[src/rtl/modulo_varredura_matriz_pkg.sv]
// Shared definitions for the 5x7 LED matrix row scanner.
//   - FSM state encodings (IDLE/BLANK/SHOW) kept as plain 2-bit constants
//     so they stay bit-compatible with the legacy encoding.
//   - Matrix geometry (N_LINHAS rows, N_COLUNAS columns).
//   - LINHA_OFF: row-enable pattern with every row dark (rows are active-low).
//   - linha_ativa(): one-hot-low row-enable pattern for a row index.
package modulo_varredura_matriz_pkg;

  localparam logic [1:0] IDLE  = 2'd0;
  localparam logic [1:0] BLANK = 2'd1;
  localparam logic [1:0] SHOW  = 2'd2;

  localparam int unsigned N_LINHAS  = 7;
  localparam int unsigned N_COLUNAS = 5;

  localparam logic [N_LINHAS-1:0] LINHA_OFF = 7'b1111111;

  // Index of row 7, the last row of a frame.
  localparam logic [2:0] ULTIMA_LINHA = 3'd6;

  // Drives only row r low. An index beyond the last row shifts the single
  // one out of the vector, which leaves every row dark.
  function automatic logic [N_LINHAS-1:0] linha_ativa(input logic [2:0] r);
    logic [N_LINHAS-1:0] um;
    um          = 7'b0000001;
    linha_ativa = ~(um << r);
  endfunction

endpackage

[src/rtl/modulo_varredura_matriz_mux_linha_7x5.sv]
// Combinational 7:1 selector of the five-bit column pattern for the row
// currently being scanned.
// Ports:
//   cl1_i..cl7_i  in  5  column patterns for rows 1..7
//   sel_i         in  3  row index, 0 = row 1
//   col_o         out 5  selected pattern (all-off for an out-of-range index)
module mux_linha_7x5
  import modulo_varredura_matriz_pkg::*;
(
  input  logic [N_COLUNAS-1:0] cl1_i,
  input  logic [N_COLUNAS-1:0] cl2_i,
  input  logic [N_COLUNAS-1:0] cl3_i,
  input  logic [N_COLUNAS-1:0] cl4_i,
  input  logic [N_COLUNAS-1:0] cl5_i,
  input  logic [N_COLUNAS-1:0] cl6_i,
  input  logic [N_COLUNAS-1:0] cl7_i,
  input  logic [2:0]           sel_i,
  output logic [N_COLUNAS-1:0] col_o
);

  always_comb begin
    col_o = '0;
    case (sel_i)
      3'd0:    col_o = cl1_i;
      3'd1:    col_o = cl2_i;
      3'd2:    col_o = cl3_i;
      3'd3:    col_o = cl4_i;
      3'd4:    col_o = cl5_i;
      3'd5:    col_o = cl6_i;
      3'd6:    col_o = cl7_i;
      default: col_o = '0;
    endcase
  end

endmodule

[src/rtl/modulo_varredura_matriz.sv]
// Row-scanning driver for the 5x7 LED matrix. Sequences the seven rows with
// an all-dark blanking gap before each row and drives the column lines from
// the per-row presets. Owns the registered symbol code HH, which is only
// reloaded when a scan starts or at a frame boundary, so a symbol never
// changes partway through a frame.
// Parameters:
//   DWELL      clock cycles each row is lit (>= 1)
//   BLANK_CYC  clock cycles of all-off blanking before each row (>= 1)
// Ports:
//   clk         in  1  system clock, rising edge
//   rst_n       in  1  synchronous active-low reset
//   en          in  1  scan enable; low forces the matrix dark
//   HH_in       in  2  requested symbol code
//   HH          out 2  registered symbol code fed to the preset modules
//   cl1..cl7    in  5  column patterns for rows 1..7, 1 = LED on
//   linha       out 7  row enables, active-low, linha[0] = row 1
//   coluna      out 5  column drive, active-high
//   frame_done  out 1  one-cycle pulse in the first blanking cycle after row 7
module modulo_varredura_matriz
  import modulo_varredura_matriz_pkg::*;
#(
  parameter int unsigned DWELL     = 1000,
  parameter int unsigned BLANK_CYC = 4
) (
  input  logic                 clk,
  input  logic                 rst_n,
  input  logic                 en,
  input  logic [1:0]           HH_in,
  output logic [1:0]           HH,
  input  logic [N_COLUNAS-1:0] cl1,
  input  logic [N_COLUNAS-1:0] cl2,
  input  logic [N_COLUNAS-1:0] cl3,
  input  logic [N_COLUNAS-1:0] cl4,
  input  logic [N_COLUNAS-1:0] cl5,
  input  logic [N_COLUNAS-1:0] cl6,
  input  logic [N_COLUNAS-1:0] cl7,
  output logic [N_LINHAS-1:0]  linha,
  output logic [N_COLUNAS-1:0] coluna,
  output logic                 frame_done
);

  localparam int unsigned CNT_MAX = (DWELL > BLANK_CYC) ? DWELL : BLANK_CYC;
  // Keeps the counter at least one bit wide when both periods are one cycle.
  localparam int unsigned CNT_W   = (CNT_MAX > 1) ? $clog2(CNT_MAX) : 1;

  localparam logic [CNT_W-1:0] DWELL_FIM = CNT_W'(DWELL - 1);
  localparam logic [CNT_W-1:0] BLANK_FIM = CNT_W'(BLANK_CYC - 1);

  logic [1:0]           state_q,  state_d;
  logic [2:0]           r_q,      r_d;
  logic [CNT_W-1:0]     cnt_q,    cnt_d;
  logic [1:0]           hh_q,     hh_d;
  logic [N_LINHAS-1:0]  linha_q,  linha_d;
  logic [N_COLUNAS-1:0] coluna_q, coluna_d;
  logic                 fd_q,     fd_d;

  logic [N_COLUNAS-1:0] col_sel;

  mux_linha_7x5 u_mux_linha (
    .cl1_i (cl1),
    .cl2_i (cl2),
    .cl3_i (cl3),
    .cl4_i (cl4),
    .cl5_i (cl5),
    .cl6_i (cl6),
    .cl7_i (cl7),
    .sel_i (r_q),
    .col_o (col_sel)
  );

  // Output registers follow the state held during the current cycle, so each
  // row is lit for exactly the DWELL cycles spent in SHOW, one cycle behind
  // the state register. Dropping en overrides this and goes dark at once.
  always_comb begin
    state_d  = state_q;
    r_d      = r_q;
    cnt_d    = cnt_q;
    hh_d     = hh_q;
    fd_d     = 1'b0;
    linha_d  = LINHA_OFF;
    coluna_d = '0;

    if (!en) begin
      state_d = IDLE;
      r_d     = '0;
      cnt_d   = '0;
    end else begin
      if (state_q == SHOW) begin
        linha_d  = linha_ativa(r_q);
        coluna_d = col_sel;
      end

      case (state_q)
        IDLE: begin
          hh_d    = HH_in;
          r_d     = '0;
          cnt_d   = '0;
          state_d = BLANK;
        end
        BLANK: begin
          if (cnt_q == BLANK_FIM) begin
            cnt_d   = '0;
            state_d = SHOW;
          end else begin
            cnt_d = cnt_q + 1'b1;
          end
        end
        SHOW: begin
          if (cnt_q == DWELL_FIM) begin
            cnt_d   = '0;
            state_d = BLANK;
            if (r_q == ULTIMA_LINHA) begin
              // Frame boundary: the only point where a new symbol is taken.
              r_d  = '0;
              fd_d = 1'b1;
              hh_d = HH_in;
            end else begin
              r_d = r_q + 1'b1;
            end
          end else begin
            cnt_d = cnt_q + 1'b1;
          end
        end
        default: begin
          state_d = IDLE;
          r_d     = '0;
          cnt_d   = '0;
        end
      endcase
    end
  end

  always_ff @(posedge clk) begin
    if (!rst_n) begin
      state_q  <= IDLE;
      r_q      <= '0;
      cnt_q    <= '0;
      hh_q     <= '0;
      linha_q  <= LINHA_OFF;
      coluna_q <= '0;
      fd_q     <= 1'b0;
    end else begin
      state_q  <= state_d;
      r_q      <= r_d;
      cnt_q    <= cnt_d;
      hh_q     <= hh_d;
      linha_q  <= linha_d;
      coluna_q <= coluna_d;
      fd_q     <= fd_d;
    end
  end

  assign HH         = hh_q;
  assign linha      = linha_q;
  assign coluna     = coluna_q;
  assign frame_done = fd_q;

endmodule
[config.mk]
export PLATFORM = sky130hd
export DESIGN_NAME = modulo_varredura_matriz
export DESIGN_NICKNAME = d
export VERILOG_FILES = /design/src/rtl/modulo_varredura_matriz_pkg.sv /design/src/rtl/modulo_varredura_matriz_mux_linha_7x5.sv /design/src/rtl/modulo_varredura_matriz.sv
export SDC_FILE = /design/constraint.sdc
export NUM_CORES = 1
export LEC_CHECK = 0
export ABC_AREA = 1
export CORE_MARGIN = 1
export CORE_UTILIZATION = 50
export CTS_CLUSTER_DIAMETER = 200
export CTS_CLUSTER_SIZE = 28
export DETAILED_ROUTE_END_ITERATION = 8
export HOLD_SLACK_MARGIN = 0.1
export PLACE_DENSITY = 0.92
export SYNTH_ARGS = -nofsm -noshare
export SYNTH_HDL_FRONTEND = slang
export SYNTH_HIERARCHICAL = 1
export SYNTH_SLANG_ARGS = --single-unit
[constraint.sdc]
create_clock -name clk -period 2.2 [get_ports clk]
set_input_delay 0.44 -clock clk [delete_from_list [all_inputs] [get_ports clk]]
set_output_delay 0.44 -clock clk [all_outputs]
set_load 0.02 [all_outputs]
## Word level (Yosys, flattened, before mapping)

Cells that the tools add are included.

- $add $sub $neg: 2
- Multipliers: 0
- Div/mod/pow operators: 0
- Order comparisons: 0
- Eq/ne operators: 13
- Shift-type cells: 1
- Muxes and demuxes: 14
- Bitwise logic cells: 2
- Reductions and logical operators: 9

Operators by type and width:

| cell | count |
|---|---|
| 5-bit case mux with 7 select lines | 1 |
| 10-bit 2-to-1 mux | 2 |
| 10-bit case mux with 2 select lines | 1 |
| 10-bit by 1-bit adder with 10-bit output, second input constant | 1 |
| 10-bit == test, second input constant | 1 |
| 10-bit by 2-bit == test with 1-bit output, second input constant | 1 |
| 3-bit == test, second input constant | 3 |
| 2-bit 2-to-1 mux | 4 |
| 4-bit AND reduction | 2 |
| 7-bit inverter | 1 |
| 1-bit by 3-bit << shifter with 7-bit output, first input constant | 1 |
| 3-bit by 2-bit == test with 1-bit output, second input constant | 2 |
| 3-bit 2-to-1 mux | 2 |
| 2-bit case mux with 3 select lines | 1 |
| 3-bit case mux with 2 select lines | 1 |
| 2-bit AND reduction | 3 |
| 2-bit by 1-bit != test with 1-bit output, second input constant | 2 |
| 2-bit case mux with 2 select lines | 1 |
| 3-bit by 1-bit adder with 3-bit output, second input constant | 1 |
| 3-bit by 1-bit == test with 1-bit output, second input constant | 1 |
| 3-bit logical NOT | 1 |
| 3-bit AND reduction | 1 |
| 2-bit by 1-bit == test with 1-bit output, second input constant | 1 |
| 2-bit == test, second input constant | 1 |
| 5 further kinds | 5 |

- Bits in registers: 30
- Bits in latches: 0
- RAM bits: 0
- Bits in read-only memories: 0
- Input port bits: 40
- Logic and storage cells: 48
- Memories kept: 0

## Depth between registers and ports, before layout

- Word-level depth: 4
- Depth in mapped cells: 9
- Gate-level depth less buffers: 8

## Cells and area by module

The synthesis kept the hierarchy.

By module, submodules not included:

| module | instances | cells an instance | area an instance (µm²) |
|---|---|---|---|
| modulo_varredura_matriz | 1 | 173 | 1345.0 |
| mux_linha_7x5 | 1 | 82 | 439.2 |

## Least setup slack after synthesis

OpenSTA, ideal clock, no wires.

- Path type: register -> register
- Start: reg state_q[0]
- End: reg hh_q[0], in the netlist HH[0]
- Setup time: 0.115 ns
- Data arrival time: 1.287 ns
- Data required time: 2.085 ns
- Slack: 0.798 ns
- Stages on the path, launching flop included: 8
- Buffers on the path: 0
- Cells stage by stage: dfxtp_1 > inv_1 > ha_1 > or2_2 > nand2_1 > nor2_1 > a21oi_1 > nor2_1

- Word-level cells in the longest chain between the ends: 3

Ends and longest elaborated chain:

| element | line | RTL |
|---|---|---|
| start: declaration | modulo_varredura_matriz.sv:49 | `logic [1:0] state_q, state_d;` |
| start signal: assignment | modulo_varredura_matriz.sv:143 | `state_q <= state_d;` |
| 2-bit == test / 2-bit logical NOT (equally long branches) | modulo_varredura_matriz.sv:93 | `case (state_q)` |
| 2-bit by 1-bit != test with 1-bit output (no source line) / 2-bit nonzero test (equally long branches) | - |  |
| 4-bit AND reduction (no source line) | - |  |
| end signal: assignment | modulo_varredura_matriz.sv:146 | `hh_q <= hh_d;` |
| end: declaration | modulo_varredura_matriz.sv:52 | `logic [1:0] hh_q, hh_d;` |

Parallel ways exist; a longest one is shown, timed or not.
A chain may end at the register's enable or synchronous reset.

## Worst setup path after layout

- Start: reg hh_q[1], in the netlist HH[1]
- End: out HH[1]

RTL lines:

| element | line | RTL |
|---|---|---|
| end: declaration | modulo_varredura_matriz.sv:29 | `output logic [1:0] HH,` |

No word-level cell between the ends.

==> flow_summary.ini <==
[cts]
h-tree-depth = 2
cts.repair.resized = 0
cts_buffers = 5
clock_path_buffers = 2
cts_tree = done
cts.sink_count = 30
worstSkewPairLatency_ps = 330
cts.clk_slew.worst_paths_ps = 100
cts_hold_buffers = 0
cts_setup_buffers = 0
clockRootBuffer = clkbuf_4

[global_route]
grt_max_degree = 18
track_usage_pct = 22.6
grt_pass1_vias = 1497
grt_pass1_wl_um = 6320
antenna_found_initial = 0
grt_overflow_total = 0

[power_and_ir_drop]
ir_worst_vdd_mv = 0.703
leakage_nw = 1.07
power_mw = 1.29
powerDensity_nw_per_um2 = 532

[floorplan]
pin_count = 55
coreArea_um2 = 3390
die_w_um = 61.7
fp-row-count = 21
die_area_um2 = 3810
initial_core_util_pct = 52.6
chipHeight_um = 61.7

[layout]
mostFrequentLayoutCells = 54 x clkdlybuf4s50_1, 50 x nand2_1, 47 x nor2_1
layout_commonest_cell = clkdlybuf4s50_1
layout-drive-gt1-share_pct = 10.2
fin_area_um2 = 2430
nets = 358
nFillCells = 257
antennaDiodeCount = 0
syn2layout_area_growth_pct = 36.0

[worst_setup_path]
crit_fanout = 2
reg2reg_depth = 6
critical-path-top-delay-family = buffers and inverters
reg2reg_slack_ps = 570
cp_data_required_time_ps = 1760
crit_start = HH[1]$_SDFFE_PN0P_
path_buf_inv = 1
r2r-start = r_q[2]$_SDFFE_PN0P_
cp_cell_sequence = clkdlybuf4s50_1
critical_path_class = flop to primary output
cpMaxStageDelayCell = clkdlybuf4s50_1
r2r-end = r_q[2]$_SDFFE_PN0P_
critPathMaxStageDelay_ps = 600
startpoint_type = flop
worst_ep_arrival_time_ps = 1280
crit_path_end_kind = primary output
crit_cells = 1
endpoint = HH[1]

[outcome]
status = finished clean

[sta]
rsz0062_at_grt = false
finalMaxSlewViolations = 0
fin_crit_ps = 1720
finalClockSkew_ps = 11.9
slew_headroom_pct = 69.1
worst_pin_slew_ps = 462
fin_tns_setup_ps = 0
setup_violations = 0
hold_viol_final = 0
post-route-period-util_pct = 78.3
fmax_mhz = 581

[synth]
ys_seq_elements = 30
netlist_area_um2 = 1780
yosys.area.top_type = dfxtp_1
syn_inst = 255
ys_types = 27
yosysWarningCount = 6
seq_area_frac_synth_pct = 33.7
synth_nets = 301
yosysTopAreaCellShare_pct = 33.7
avgSynthCellArea_um2 = 7.00
yosys-top-cells-area = dfxtp_1 34%, nand2_1 11%, nor2_1 9.9%

[drt]
drcViolationCount = 0
wl_um = 4130
ant_nets = 0
drt_first_pass_iters = 4
via_per_inst = 5.00
routedWlPerCell_um = 11.5
drt_iter0_drc = 62
dr_total_vias = 1795

[place]
gp_congestion = 0.829
hpwlAfterDp_um = 3160
portBuffers = 54
placed_cell_area_um2 = 2320

[flow_run]
drv_cap = 0

[hold_path]
holdCritPathClass = flop to flop
metrics by stage:
step | hold slack [ps] | cells | setup WS [ps] | util, %
floorplan | 442 | 255 | 798 | -
global placement | 462 | 351 | 490 | 68.3
detailed placement | 470 | 351 | 421 | 68.3
CTS | 496 | 359 | 456 | 71.6
global route | 522 | 359 | 438 | 71.6
finish | 491 | 359 | 478 | 71.6
worst min-delay path by stage:
stage	startpoint	endpoint	depth (start not counted)
floorplan	cnt_q[0]$_SDFF_PN0_	cnt_q[0]$_SDFF_PN0_	1
global placement	cnt_q[0]$_SDFF_PN0_	cnt_q[0]$_SDFF_PN0_	1
detailed placement	cnt_q[0]$_SDFF_PN0_	cnt_q[0]$_SDFF_PN0_	1
CTS	cnt_q[0]$_SDFF_PN0_	cnt_q[0]$_SDFF_PN0_	1
global route	cnt_q[0]$_SDFF_PN0_	cnt_q[0]$_SDFF_PN0_	1
finish	cnt_q[0]$_SDFF_PN0_	cnt_q[0]$_SDFF_PN0_	1
power by group:
group	total [mW]	internal [mW]	switching (mW)	leakage [nW]
registers	0.556	0.548	0.00739	0.243
clock network	0.577	0.385	0.192	0.0585
logic	0.158	0.0927	0.0655	0.764
total	1.29	1.03	0.265	1.07
registers in the layout (all words and copies together), names as in the netlist:
register,count
HH,2
cnt_q,10
r_q,3
state_q,2
frame_done,1
coluna,5
linha,7
per-layer routing:
metal	track usage, %	vias to the layer above	part of all wire [%]
li1	-	931	-
met1	30.1	807	45
met2	35.3	53	48
met3	5.80	4	5.9
met4	8.57	0	0.87
met5	0	-	0
cell usage after synthesis, drive strengths merged:
library cell and count:
a21oi 7, buf 5, clkbuf 2, dfxtp 30, ha 6, inv 35, nand2 54, nand3 31
nand3b 1, nand4 21, nor2 51, nor3 1, or2 4, xnor2 1, xor2 6
cell type report:
type                       count  area (um^2)  share of cell area, %
clock buffer                   6         51.3                   2.11
clock inverter                 2         60.1                   2.47
inverter                      35          136                   5.62
multi-input combinational    183          958                   39.5
sequential                    30          601                   24.7
tap                           46         57.6                   2.37
timing repair buffer          57          563                   23.2
cells by family (layout without fill, tap and decap cells):
family	Yosys count	after routing	share of synthesized area (%)
flip-flops	30	30	33.7
adder cells (fa/ha/maj)	6	6	4.21
XOR/XNOR	7	7	3.44
AO/OA/AOI/OAI	7	7	2.59
buffers and inverters	42	100	12.6
AND/OR/NAND/NOR	163	163	43.5
worst reg2reg max path, cell delays in order, from the launching register on:
cell and delay [ps]:
dfxtp_1 590, inv_1 170, ha_1 310, or2_2 290
nand3_1 90, nand2_1 50, nor2_1 80
Power figures use the tool's default switching activity.
